[src/rtl/block_accumulate_sat.sv]
// block_accumulate_sat: sums blocks of signed samples and emits one saturated, narrowed sum per block
// Input and output sides both use valid/ready; a block ends after BLOCK_LEN samples or on flush.
module block_accumulate_sat #(
    parameter int SIZE      = 14,
    parameter int ACC_SIZE  = 20,
    parameter int OUT_SIZE  = 16,
    parameter int BLOCK_LEN = 8,
    localparam int CNT_W    = $clog2(BLOCK_LEN + 1)
) (
    input  logic                       clk,
    input  logic                       sclr,
    input  logic signed [SIZE-1:0]     in_data,
    input  logic                       in_valid,
    output logic                       in_ready,
    input  logic                       flush,
    output logic signed [OUT_SIZE-1:0] out_data,
    output logic                       out_sat,
    output logic [CNT_W-1:0]           out_count,
    output logic                       out_valid,
    input  logic                       out_ready
);
    if (BLOCK_LEN < 1) begin : g_len_check
        $error("BLOCK_LEN must be at least 1");
    end
    if (ACC_SIZE < SIZE + $clog2(BLOCK_LEN)) begin : g_width_check
        $error("ACC_SIZE too narrow to hold a full block sum");
    end

    logic signed [ACC_SIZE-1:0] r_acc;
    logic [CNT_W-1:0]           r_cnt;
    logic signed [OUT_SIZE-1:0] r_out_data;
    logic                       r_out_sat;
    logic [CNT_W-1:0]           r_out_count;
    logic                       r_out_valid;

    logic                       w_accept;
    logic                       w_last;
    logic                       w_flush;
    logic                       w_end;
    logic signed [ACC_SIZE-1:0] w_sum;
    logic [CNT_W-1:0]           w_count;
    logic signed [OUT_SIZE-1:0] w_sat_data;
    logic                       w_clip;

    assign in_ready = ~r_out_valid | out_ready;
    assign w_accept = in_valid & in_ready;
    assign w_sum    = r_acc + (w_accept ? ACC_SIZE'(in_data) : '0);
    assign w_count  = r_cnt + CNT_W'(w_accept);
    assign w_last   = w_accept & (r_cnt == CNT_W'(BLOCK_LEN - 1));
    assign w_flush  = flush & in_ready & ((r_cnt != '0) | w_accept);
    assign w_end    = w_last | w_flush;

    // Clipping is needed only when the bits above the output sign bit disagree.
    if (OUT_SIZE >= ACC_SIZE) begin : g_wide
        assign w_sat_data = OUT_SIZE'(w_sum);
        assign w_clip     = 1'b0;
    end else begin : g_narrow
        logic [ACC_SIZE-OUT_SIZE:0] w_top;
        assign w_top      = w_sum[ACC_SIZE-1:OUT_SIZE-1];
        assign w_clip     = ~(&w_top) & (|w_top);
        assign w_sat_data = w_clip ? {w_sum[ACC_SIZE-1], {(OUT_SIZE-1){~w_sum[ACC_SIZE-1]}}}
                                   : w_sum[OUT_SIZE-1:0];
    end

    always_ff @(posedge clk) begin
        if (sclr) begin
            r_acc       <= '0;
            r_cnt       <= '0;
            r_out_data  <= '0;
            r_out_sat   <= 1'b0;
            r_out_count <= '0;
            r_out_valid <= 1'b0;
        end else if (w_end) begin
            r_acc       <= '0;
            r_cnt       <= '0;
            r_out_data  <= w_sat_data;
            r_out_sat   <= w_clip;
            r_out_count <= w_count;
            r_out_valid <= 1'b1;
        end else begin
            if (w_accept) begin
                r_acc <= w_sum;
                r_cnt <= w_count;
            end
            if (out_ready) r_out_valid <= 1'b0;
        end
    end

    assign out_data  = r_out_data;
    assign out_sat   = r_out_sat;
    assign out_count = r_out_count;
    assign out_valid = r_out_valid;
endmodule

[config.mk]
export PLATFORM = sky130hd
export DESIGN_NAME = block_accumulate_sat
export DESIGN_NICKNAME = d
export VERILOG_FILES = /design/src/rtl/block_accumulate_sat.sv
export SDC_FILE = /design/constraint.sdc
export NUM_CORES = 1
export LEC_CHECK = 0
export ABC_AREA = 1
export CAP_MARGIN = 15
export CORE_MARGIN = 2
export CORE_UTILIZATION = 25
export DETAILED_ROUTE_END_ITERATION = 8
export GPL_ROUTABILITY_DRIVEN = 0
export SYNTH_ARGS = -nofsm -noshare
export SYNTH_HDL_FRONTEND = slang
export SYNTH_SLANG_ARGS = --single-unit
[constraint.sdc]
create_clock -name clk -period 4 [get_ports clk]
set_clock_uncertainty 0.1 [all_clocks]
set_input_delay 0.6 -clock clk [delete_from_list [all_inputs] [get_ports clk]]
set_output_delay 0.6 -clock clk [all_outputs]
set_load 0.02 [all_outputs]
# Word level (Yosys, flattened, before mapping)
# Cells that the tools add are included.
# W data, S select, Z words.
# classes
n_eq_ne	1
mux	4
n_addsub	2
bitwise_logic	11
reduce_logical	5
# ops
op	n
$add A20 B20 Y20	1
$mux W20	1
$mux W16	1
$and A1 B1 Y1	5
$reduce_and A5 Y1	1
$reduce_or A5 Y1	1
$add A4 B1 Y4	1
$eq A4 B3 Y1 const B	1
$reduce_bool A4 Y1	1
$not A1 Y1	3
$or A1 B1 Y1	3
$mux W1	2
$reduce_bool A2 Y1	1
$reduce_or A2 Y1	1
# word_totals
inputBits	19
ff_bits	46

# Longest topological paths before layout
# Gate-level depths: netlist (run 1).
# logic_depth
depth_word	9
ltp_mapped	22
depth_no_buf	21

# Worst setup path after synthesis (run 1)
# Ideal clock, no wire load.
# synth_timing
path_type	input to register
start	in out_ready
end	reg r_out_data[0], in the netlist out_data[0]
path_slack_ns	0.788
path_buffers	2
t_required_ns	3.778
arrival_ns	2.990
setup_ns	0.122
cell_stages	20
cell_sequence	inv_1 > nand2_2 > nand2_2 > clkbuf_1 > nor2_1 > ha_1 > fa_1 > nand2_1 > nand3_1 > nand3_1 > nand2_2 > nand2_2 > nand2_1 > nand2_1 > nand2_1 > nor2_1 > nand3_2 > a21oi_4 > buf_6 > a21oi_2
# synth_via
elab_chain_len	8
# synth_rtl
element	line	rtl
start: declaration	20	input logic out_ready
$or A1 B1 Y1 (*)	45	assign in_ready = ~r_out_valid | out_ready;
net in_ready	14	output logic in_ready,
$and A1 B1 Y1	46	assign w_accept = in_valid & in_ready;
$mux W20	47	assign w_sum = r_acc + (w_accept ? ACC_SIZE'(in_data) : '0);
$add A20 B20 Y20	47	
$reduce_and A5 Y1	60	assign w_clip = ~(&w_top) & (|w_top);
$not A1 Y1	60	
$and A1 B1 Y1	60	
$mux W16	61	assign w_sat_data = w_clip ? {w_sum[ACC_SIZE-1], {(OUT_SIZE-1){~w_sum[ACC_SIZE-1]}}}
end signal: assignment	76	r_out_data <= w_sat_data;
end: declaration	31	logic signed [OUT_SIZE-1:0] r_out_data;
# Mark *: on every way through the listed nets, which the timed path passes. The rest lies on a longest branch.
# A chain may end at the register's enable or synchronous reset.

# Worst setup path in the final report (run 1)
# layout_timing
start	in out_ready
end	reg r_out_data[6], in the netlist out_data[6]
# layout_via
elab_chain_len	8
# layout_rtl
element	line
$or A1 B1 Y1 (*)	45
$and A1 B1 Y1	46
$mux W20	47
$add A20 B20 Y20	47
$reduce_and A5 Y1	60
$not A1 Y1	60
$and A1 B1 Y1	60
$mux W16	61
# Every way passes the cells marked *; elsewhere a longest branch is shown, timed or not.

==> results.sh, run 1 <==
export IMPL_start_kind="input pin"
export IMPL_wl_per_cell_um=11.8
export IMPL_clk_pin_slew_worst_paths_ns=0.07
export IMPL_maxCapViolCount=0
export IMPL_layout_drive_gt1_share_pct=10.5
export IMPL_finalSetupTns_ns=0
export IMPL_viasPerCell=4.41
export IMPL_final_setup_viol_count=0
export IMPL_dp_hpwl_um=6320
export IMPL_fmax_mhz=291
export IMPL_start_util_pct=25.9
export IMPL_whs_ns=0.373
export IMPL_period_minus_slack_ns=3.44
export IMPL_num_fill_cells=1316
export IMPL_cts_setup_buffers=0
export IMPL_cts_tree="built"
export IMPL_tightest_slew_ns=0.591
export IMPL_cts_resized=0
export IMPL_synth_nets=520
export IMPL_reg2reg_slack_ns=1.02
export IMPL_cts_sinks=46
export IMPL_finish_utilization_pct=32.3
export IMPL_dieArea_um2=13500
export IMPL_fin_crit_sh_pct=85.9
export IMPL_die_y_um=116
export IMPL_rsz0062_at_grt="false"
export IMPL_end_kind="flop"
export IMPL_cts_made_buffers=5
export IMPL_area_growth_pct=24.9
export IMPL_drcViolationCount=0
export IMPL_hold_path_class="reg2reg"
export IMPL_vias=3048
export IMPL_fin_area_um2=3930
export IMPL_ys_seq_elements=46
export IMPL_antenna_cells=0
export IMPL_drtPass1Iterations=4
export IMPL_powerDensity_nw_per_um2=360
export IMPL_grt_remaining_overflow=0
export IMPL_grt_first_pass_wirelength_um=13900
export IMPL_htree_levels=2
export IMPL_dpl_cell_area_um2=3760
export IMPL_std_cell_rows=40
export IMPL_synth_area_um2=3150
export IMPL_antenna_found_initial=0
export IMPL_maxSlewHeadroom_pct=60.5
export IMPL_io_pins=42
export IMPL_core_area_um2=12200
export IMPL_drt_iter0_markers=159
export IMPL_clock_latency_ns=0.29
export IMPL_yosysSeqAreaShare_pct=29.3
export IMPL_netlist_instances=479
export IMPL_path_class="in2reg"
export IMPL_peakVddDrop_uv=166
export IMPL_grt_max_degree=31
export IMPL_synthDistinctLibCells=32
export IMPL_root_buffer="clkbuf_16"
export IMPL_grt_use_total_pct=12.8
export IMPL_antenna_left=0
export IMPL_syn_avg_cell_area_um2=6.57
export IMPL_numPortBuffers=41
export IMPL_clk_path_buf_depth=2
export IMPL_path_max_fanout=12
export IMPL_leakage_nw=1.97
export IMPL_die_w_um=116
export IMPL_crit_required_ns=4.07
export IMPL_finalHoldViolations=0
export IMPL_maxSlewViolCount=0
export IMPL_holdBufCountCts=0
export IMPL_drt_total_wl_um=8130
export IMPL_final_nets=563
export IMPL_ys_warn_count=0
export IMPL_status="complete, no violations"
export IMPL_crit_arrival_ns=3.51
export IMPL_grt_pass1_vias=3043
cells by family after synthesis:
| kind of cell | after synthesis | share of synthesized area, % |
|---|---|---|
| simple gates | 229 | 31.1 |
| flops | 46 | 29.3 |
| compound gates | 85 | 16.0 |
| buf+inv | 81 | 10.2 |
| fa+ha+maj | 22 | 8.99 |
| xor+xnor | 16 | 4.45 |
power by group:
part           internal (W)  total [W]  switching, W
Sequential         0.000500   0.000523     0.0000230
Combinational      0.000162   0.000415      0.000254
Clock              0.000295   0.000476      0.000181
flip-flops by register name, indices dropped and copies added (netlist names):
| register | count |
|---|---|
| r_acc | 20 |
| out_valid | 1 |
| out_sat | 1 |
| out_count | 4 |
| r_cnt | 4 |
| out_data | 16 |
synthesized netlist by cell type:
cell,count,area [um^2]
and2_1,1,6.26
inv_2,4,15.0
fa_1,1,20.0
and3_1,1,6.26
xor2_1,10,87.6
nor3_2,1,10.0
o211ai_1,5,37.5
a31oi_1,1,6.26
nand2_4,1,11.3
xnor2_1,6,52.6
buf_1,1,3.75
buf_2,1,5.00
nand3_2,4,40.0
nor2_2,2,12.5
o21a_1,1,7.51
clkbuf_1,8,30.0
dfxtp_1,46,921
o21ai_1,1,5.00
or2_1,1,6.26
o21bai_1,1,7.51
ha_1,21,263
a21oi_4,1,16.3
a21oi_2,13,114
nor3_1,4,20.0
inv_1,65,244
nand2_1,121,454
buf_6,2,22.5
nor2_1,58,218
nand3_1,21,105
nand2_2,14,87.6
o21ai_0,31,155
a21oi_1,31,155
per-layer routing:
metal / vias up / wire length [um] / track usage, %
met5: - / 0 / 0
met4: 0 / 119 / 3.73
met3: 9 / 249 / 2.18
met2: 50 / 3950 / 22.9
met1: 1385 / 3810 / 15.9
li1: 1604 / - / -
area by class of cell:
cell class | count | area [um^2] | share of cell area, %
multi-input cells | 352 | 1900 | 48.5
flip-flops and latches | 46 | 921 | 23.4
repair buffers | 48 | 463 | 11.8
inverters | 69 | 259 | 6.59
well taps | 168 | 210 | 5.35
clock buffers | 5 | 125 | 3.19
clock inverters | 3 | 45.0 | 1.15
worst paths after layout:
kind	start	endpoint	cells after the start
setup / recovery	out_ready	out_data[6]$_SDFFE_PP0P_	17
hold reg to reg	r_acc[0]$_SDFFE_PP0N_	r_acc[0]$_SDFFE_PP0N_	2
hold / removal	r_acc[0]$_SDFFE_PP0N_	r_acc[0]$_SDFFE_PP0N_	2
setup reg to reg	out_valid$_SDFFE_PP0P_	out_data[6]$_SDFFE_PP0P_	15
stage by stage:
step / std cells / power (W) / setup WS, ns
6_report: 691 / 0.00141 / 0.563
5_1_grt: 691 / 0.00150 / 0.240
4_1_cts: 691 / 0.00143 / 0.607
3_5_place_dp: 683 / 0.000950 / 0.307
3_3_place_gp: 683 / 0.000945 / 0.371
2_1_floorplan: 479 / 0.000812 / 0.788
placed cells by master (no fill, tap or decap):
cell and n:
nand2_1 121, inv_1 65, nor2_1 58, dfxtp_1 46
clkdlybuf4s50_1 41, a21oi_1 31, o21ai_0 31, nand3_1 21
ha_1 21, nand2_2 14, a21oi_2 13, xor2_1 10
buf_4 7, xnor2_1 6, o211ai_1 5, clkbuf_16 5
inv_2 4, nand3_2 4, nor3_1 4, nor2_2 2
clkinvlp_4 2, nor3_2 1, or2_1 1, and3_1 1
and2_1 1, o21bai_1 1, o21a_1 1, o21ai_1 1
a21oi_4 1, nand2_4 1, a31oi_1 1, fa_1 1
bufinv_16 1
critical path, cell delays in order:
cell and delay (ns):
clkdlybuf4s50_1 0.46, inv_1 0.05, nand2_2 0.09, nand2_2 0.17, inv_2 0.09, nand2_1 0.07
inv_1 0.19, ha_1 0.35, a21oi_1 0.23, o21ai_0 0.11, a21oi_1 0.28, nand3_1 0.14
nand2_2 0.11, nand3_2 0.11, a21oi_4 0.14, buf_4 0.22, a21oi_1 0.08
Power figures use the tool's default switching activity.
==> run 2: changes to the inputs <==
Settings changed: CORE_MARGIN 2 to not set.
==> results.sh, run 2 (synthesis results as in run 1) <==
export IMPL_htree_levels=2
export IMPL_slowest_delay_ns=0.45
export IMPL_rsz0062_at_grt="false"
export IMPL_dieArea_um2=13000
export IMPL_end_kind="flop"
export IMPL_io_pins=42
export IMPL_viasPerCell=4.47
export IMPL_final_nets=561
export IMPL_grt_max_degree=31
export IMPL_tightest_slew_ns=0.530
export IMPL_path_class="in2reg"
export IMPL_start_util_pct=25.9
export IMPL_fmax_mhz=295
export IMPL_antenna_cells=0
export IMPL_reg2reg_slack_ns=1.06
export IMPL_maxCapViolCount=0
export IMPL_fin_crit_sh_pct=84.8
export IMPL_crit_chain="clkdlybuf4s50_1, inv_1, nand2_2, nand2_2, inv_2, nand2_1, inv_1, ha_1, a21oi_1, o21ai_0, a21oi_1, nand3_1, nand2_2, nand3_2, a21oi_4, buf_12, a21oi_1"
export IMPL_cts_setup_buffers=0
export IMPL_maxSlewHeadroom_pct=64.6
export IMPL_grt_first_pass_wirelength_um=13800
export IMPL_fin_ws_ns=0.608
export IMPL_hold_depth=2
export IMPL_clk_path_buf_depth=2
export IMPL_start_kind="input pin"
export IMPL_largest_reg_flops=20
export IMPL_cts_resized=0
export IMPL_leakage_nw=1.95
export IMPL_core_area_um2=12200
export IMPL_cts_sinks=46
export IMPL_layout_commonest_cell="nand2_1"
export IMPL_regToRegStartpoint="out_valid$_SDFFE_PP0P_"
export IMPL_cts_tree="built"
export IMPL_clk_pin_slew_worst_paths_ns=0.06
export IMPL_status="complete, no violations"
export IMPL_period_minus_slack_ns=3.39
export IMPL_holdBufCountCts=0
export IMPL_path_max_fanout=15
export IMPL_area_growth_pct=23.9
export IMPL_antenna_found_initial=0
export IMPL_crit_required_ns=4.07
export IMPL_drt_iter0_markers=178
export IMPL_drcViolationCount=0
export IMPL_peakVddDrop_uv=188
export IMPL_post_place_ws_ns=0.325
export IMPL_grt_remaining_overflow=0
export IMPL_die_y_um=114
export IMPL_reg2regPathDepth=15
export IMPL_cts_made_buffers=5
export IMPL_powerDensity_nw_per_um2=347
export IMPL_layout_drive_gt1_share_pct=9.98
export IMPL_finalSetupTns_ns=0
export IMPL_std_cell_rows=40
export IMPL_finalHoldViolations=0
export IMPL_antenna_left=0
export IMPL_drtPass1Iterations=4
export IMPL_numPortBuffers=41
export IMPL_drt_total_wl_um=7960
export IMPL_crit_family="buffers and inverters"
export IMPL_die_w_um=114
export IMPL_grt_pass1_vias=3009
export IMPL_root_buffer="clkbuf_16"
export IMPL_largest_register="r_acc"
export IMPL_grt_use_total_pct=13.0
export IMPL_final_setup_viol_count=0
export IMPL_dp_hpwl_um=6260
export IMPL_vias=3078
export IMPL_finish_utilization_pct=32.0
export IMPL_wl_per_cell_um=11.6
export IMPL_num_fill_cells=1303
export IMPL_crit_arrival_ns=3.47
export IMPL_hold_path_class="reg2reg"
export IMPL_hold_path_endpoint="r_acc[2]$_SDFFE_PP0N_"
export IMPL_reg2reg_to="out_data[6]$_SDFFE_PP0P_"
export IMPL_clock_latency_ns=0.29
export IMPL_path_buf_inv=5
export IMPL_maxSlewViolCount=0
export IMPL_crit_path_top_delay_cell="clkdlybuf4s50_1"
export IMPL_final_cell_mix="nand2_1 (121), inv_1 (65), nor2_1 (58)"
export IMPL_holdCritStartpoint="r_acc[2]$_SDFFE_PP0N_"
## run 2: metrics by stage
step	total power, W	std cells	area (um^2)	hold slack [ns]
2_1_floorplan	0.000812	479	3150	0.345
3_3_place_gp	0.000945	681	3750	0.355
3_5_place_dp	0.000949	681	3750	0.362
4_1_cts	0.00136	689	3900	0.371
5_1_grt	0.00144	689	3900	0.402
6_report	0.00135	689	3900	0.366
## run 2: how the worst max path moves through the flow
stage	from	endpoint	slack [ns]	cells after the start
6_report	out_ready	out_data[6]$_SDFFE_PP0P_	0.61	17
5_1_grt	out_ready	out_data[4]$_SDFFE_PP0P_	0.34	21
4_1_cts	out_ready	out_data[6]$_SDFFE_PP0P_	0.63	18
3_5_place_dp	out_ready	out_data[5]$_SDFFE_PP0P_	0.32	18
3_3_place_gp	out_ready	out_data[5]$_SDFFE_PP0P_	0.38	19
2_1_floorplan	out_ready	out_data[0]$_SDFFE_PP0P_	0.79	20
## run 2: layer usage
metal | share of wire [%] | vias up | global-route usage, %
li1 | - | 1598 | -
met1 | 47 | 1390 | 16.3
met2 | 47 | 75 | 22.7
met3 | 3.9 | 15 | 1.85
met4 | 2.3 | 0 | 4.50
met5 | 0 | - | 0
## run 2: tightest hold or removal path: cells and delay by family, from the launching register on
family / cells / cell delay [ns]
DFF: 1 / 0.31
and+or+nand+nor: 1 / 0.06
AOI/OAI and AO/OA: 1 / 0.05
## run 2: report_power, final
part	internal (W)	leakage (nW)	switching (W)
sequential	0.000500	0.378	0.0000267
combinational	0.000162	1.51	0.000250
clock	0.000232	0.0708	0.000181
total	0.000894	1.95	0.000457
## run 2: layout make-up
type / instances / area [um^2] / share of cell area [%]
Clock buffer: 6 / 129 / 3.31
Clock inverter: 2 / 13.8 / 0.353
Inverter: 69 / 259 / 6.65
Multi-Input combinational cell: 352 / 1900 / 48.9
Sequential cell: 46 / 921 / 23.6
Tap cell: 168 / 210 / 5.39
Timing Repair Buffer: 46 / 460 / 11.8
==> run 3: changes to the inputs <==
Clock period 4 ns to 3.1 ns, I/O delays scaled along.
==> results.sh, run 3 (synthesis results as in run 1) <==
export IMPL_grt_pass1_vias=3240
export IMPL_core_area_um2=12200
export IMPL_start_kind="input pin"
export IMPL_status="complete, no violations"
export IMPL_io_pins=42
export IMPL_fmax_mhz=339
export IMPL_grt_busiest_layer="met2"
export IMPL_grt_max_degree=31
export IMPL_clock_latency_ns=0.29
export IMPL_drt_iter0_markers=111
export IMPL_antenna_cells=0
export IMPL_antenna_found_initial=0
export IMPL_power_internal_w=0.00137
export IMPL_finish_utilization_pct=39.7
export IMPL_grtUsageMet3_pct=2.12
export IMPL_crit_arrival_ns=3.04
export IMPL_finalSetupTns_ns=0
export IMPL_start_util_pct=25.9
export IMPL_die_w_um=114
export IMPL_peakVddDrop_uv=222
export IMPL_cts_made_buffers=5
export IMPL_final_setup_viol_count=0
export IMPL_layout_commonest_cell="nand2_1"
export IMPL_fin_crit_sh_pct=95.3
export IMPL_cts_tree="built"
export IMPL_maxSlewHeadroom_pct=63.3
export IMPL_maxCapViolCount=0
export IMPL_largest_register="r_acc"
export IMPL_p_switching_w=0.000688
export IMPL_pwr_share_comb_pct=36.3
export IMPL_antenna_left=0
export IMPL_path_class="in2reg"
export IMPL_whs_ns=0.371
export IMPL_powerDensity_nw_per_um2=426
export IMPL_layout_drive_gt1_share_pct=30.3
export IMPL_grt_first_pass_wirelength_um=14800
export IMPL_period_minus_slack_ns=2.95
export IMPL_finalHoldViolations=0
export IMPL_drcViolationCount=0
export IMPL_grt_remaining_overflow=0
export IMPL_area_growth_pct=53.6
export IMPL_end_kind="flop"
export IMPL_dp_hpwl_um=6830
export IMPL_num_fill_cells=1201
export IMPL_wl_per_cell_um=13.2
export IMPL_seqPwrFrac_pct=33.3
export IMPL_crit_required_ns=3.18
export IMPL_use_met1_pct=17.2
export IMPL_switching_share_pct=33.4
export IMPL_die_y_um=114
export IMPL_vias=3364
export IMPL_clk_path_buf_depth=2
export IMPL_path_max_fanout=7
export IMPL_grt_use_total_pct=14.4
export IMPL_maxSlewViolCount=0
export IMPL_numPortBuffers=41
export IMPL_std_cell_rows=40
export IMPL_final_cell_mix="nand2_1 (103), inv_1 (62), buf_4 (50)"
export IMPL_clock_power_share_pct=30.4
export IMPL_power_w=0.00206
export IMPL_final_nets=614
export IMPL_leakage_nw=2.28
export IMPL_largest_reg_flops=20
export IMPL_gr_usage_met2_pct=25.5
export IMPL_drtPass1Iterations=4
export IMPL_clk_pin_slew_worst_paths_ns=0.07
export IMPL_cts_sinks=46
export IMPL_dieArea_um2=13000
export IMPL_viasPerCell=4.53
export IMPL_drt_total_wl_um=9790
export IMPL_htree_levels=2
export IMPL_hold_path_class="reg2reg"
export IMPL_root_buffer="clkbuf_16"
export IMPL_rsz0062_at_grt="false"
export IMPL_tightest_slew_ns=0.549
## run 3: cell count changes in the layout (fill, tap and decap cells not counted), moves of 5 or more
cell / before / now
buf_4: 4 / 50
nor2_1: 58 / 39
nand2_1: 121 / 103
nand3_1: 21 / 16
a21oi_2: 13 / 18
ha_4: 0 / 14
nand2_2: 14 / 30
a21oi_1: 31 / 25
nor2_4: 0 / 11
nor2_2: 2 / 10
ha_1: 21 / 6
## run 3: power by group through the flow
stage / Combinational, W / Sequential, W / Clock, W
after global placement: 0.000594 / 0.000690 / 0
after floorplan: 0.000326 / 0.000721 / 0
after global routing: 0.000810 / 0.000691 / 0.000655
final: 0.000747 / 0.000686 / 0.000624
after detailed placement: 0.000603 / 0.000692 / 0
after CTS: 0.000607 / 0.000679 / 0.000635
## run 3: stage by stage
step | cells | area (um^2) | setup slack, ns
global placement | 721 | 4060 | -0.283
detailed placement | 721 | 4060 | -0.348
CTS | 729 | 4220 | 0.0428
floorplan | 479 | 3150 | 0.0234
global route | 742 | 4830 | 0.0220
finish | 742 | 4830 | 0.146
## run 3: layout make-up
cell class	instances	area, um^2	area share, %
Multi-Input combinational cell	353	2340	48.4
Timing Repair Buffer	98	930	19.2
Sequential cell	46	921	19.1
Inverter	69	264	5.46
Tap cell	168	210	4.35
Clock buffer	5	125	2.59
Clock inverter	3	43.8	0.907
## run 3: final timing paths
check / from / end / slack, ns / depth (start not counted)
worst max-delay path: in_valid / out_data[5]$_SDFFE_PP0P_ / 0.15 / 19
worst max register to register: out_valid$_SDFFE_PP0P_ / out_data[5]$_SDFFE_PP0P_ / 0.34 / 19
worst min-delay path: r_acc[3]$_SDFFE_PP0N_ / r_acc[3]$_SDFFE_PP0N_ / 0.37 / 2
worst min register to register: r_acc[3]$_SDFFE_PP0N_ / r_acc[3]$_SDFFE_PP0N_ / 0.37 / 2
## run 3: what timing repair did
action	4_1_cts	5_1_grt
hold buffers	0	0
pin swaps	0	40
setup buffers	0	9
gates resized for setup	1	93
hold endpoints to repair	0	0
setup endpoints to repair	16	19
gates cloned	0	4
## run 3: routing by layer
metal,up-vias,share of wire [%]
li1,1705,-
met1,1555,42
met2,84,51
met3,20,4.0
met4,0,3.0
met5,-,0
## run 3: worst max-delay path: stages
cell	delay, ns
clkdlybuf4s50_1	0.50
nand2_4	0.10
buf_8	0.16
nor2_2	0.08
ha_1	0.26
buf_6	0.13
nand2_1	0.05
nand2_1	0.05
nand2_1	0.06
nand2_1	0.06
nand2_1	0.09
nand3_2	0.13
nand2_4	0.12
nand3_2	0.09
nand2_2	0.11
nand3_4	0.09
a21oi_4	0.22
clkbuf_16	0.19
a21oi_1	0.06
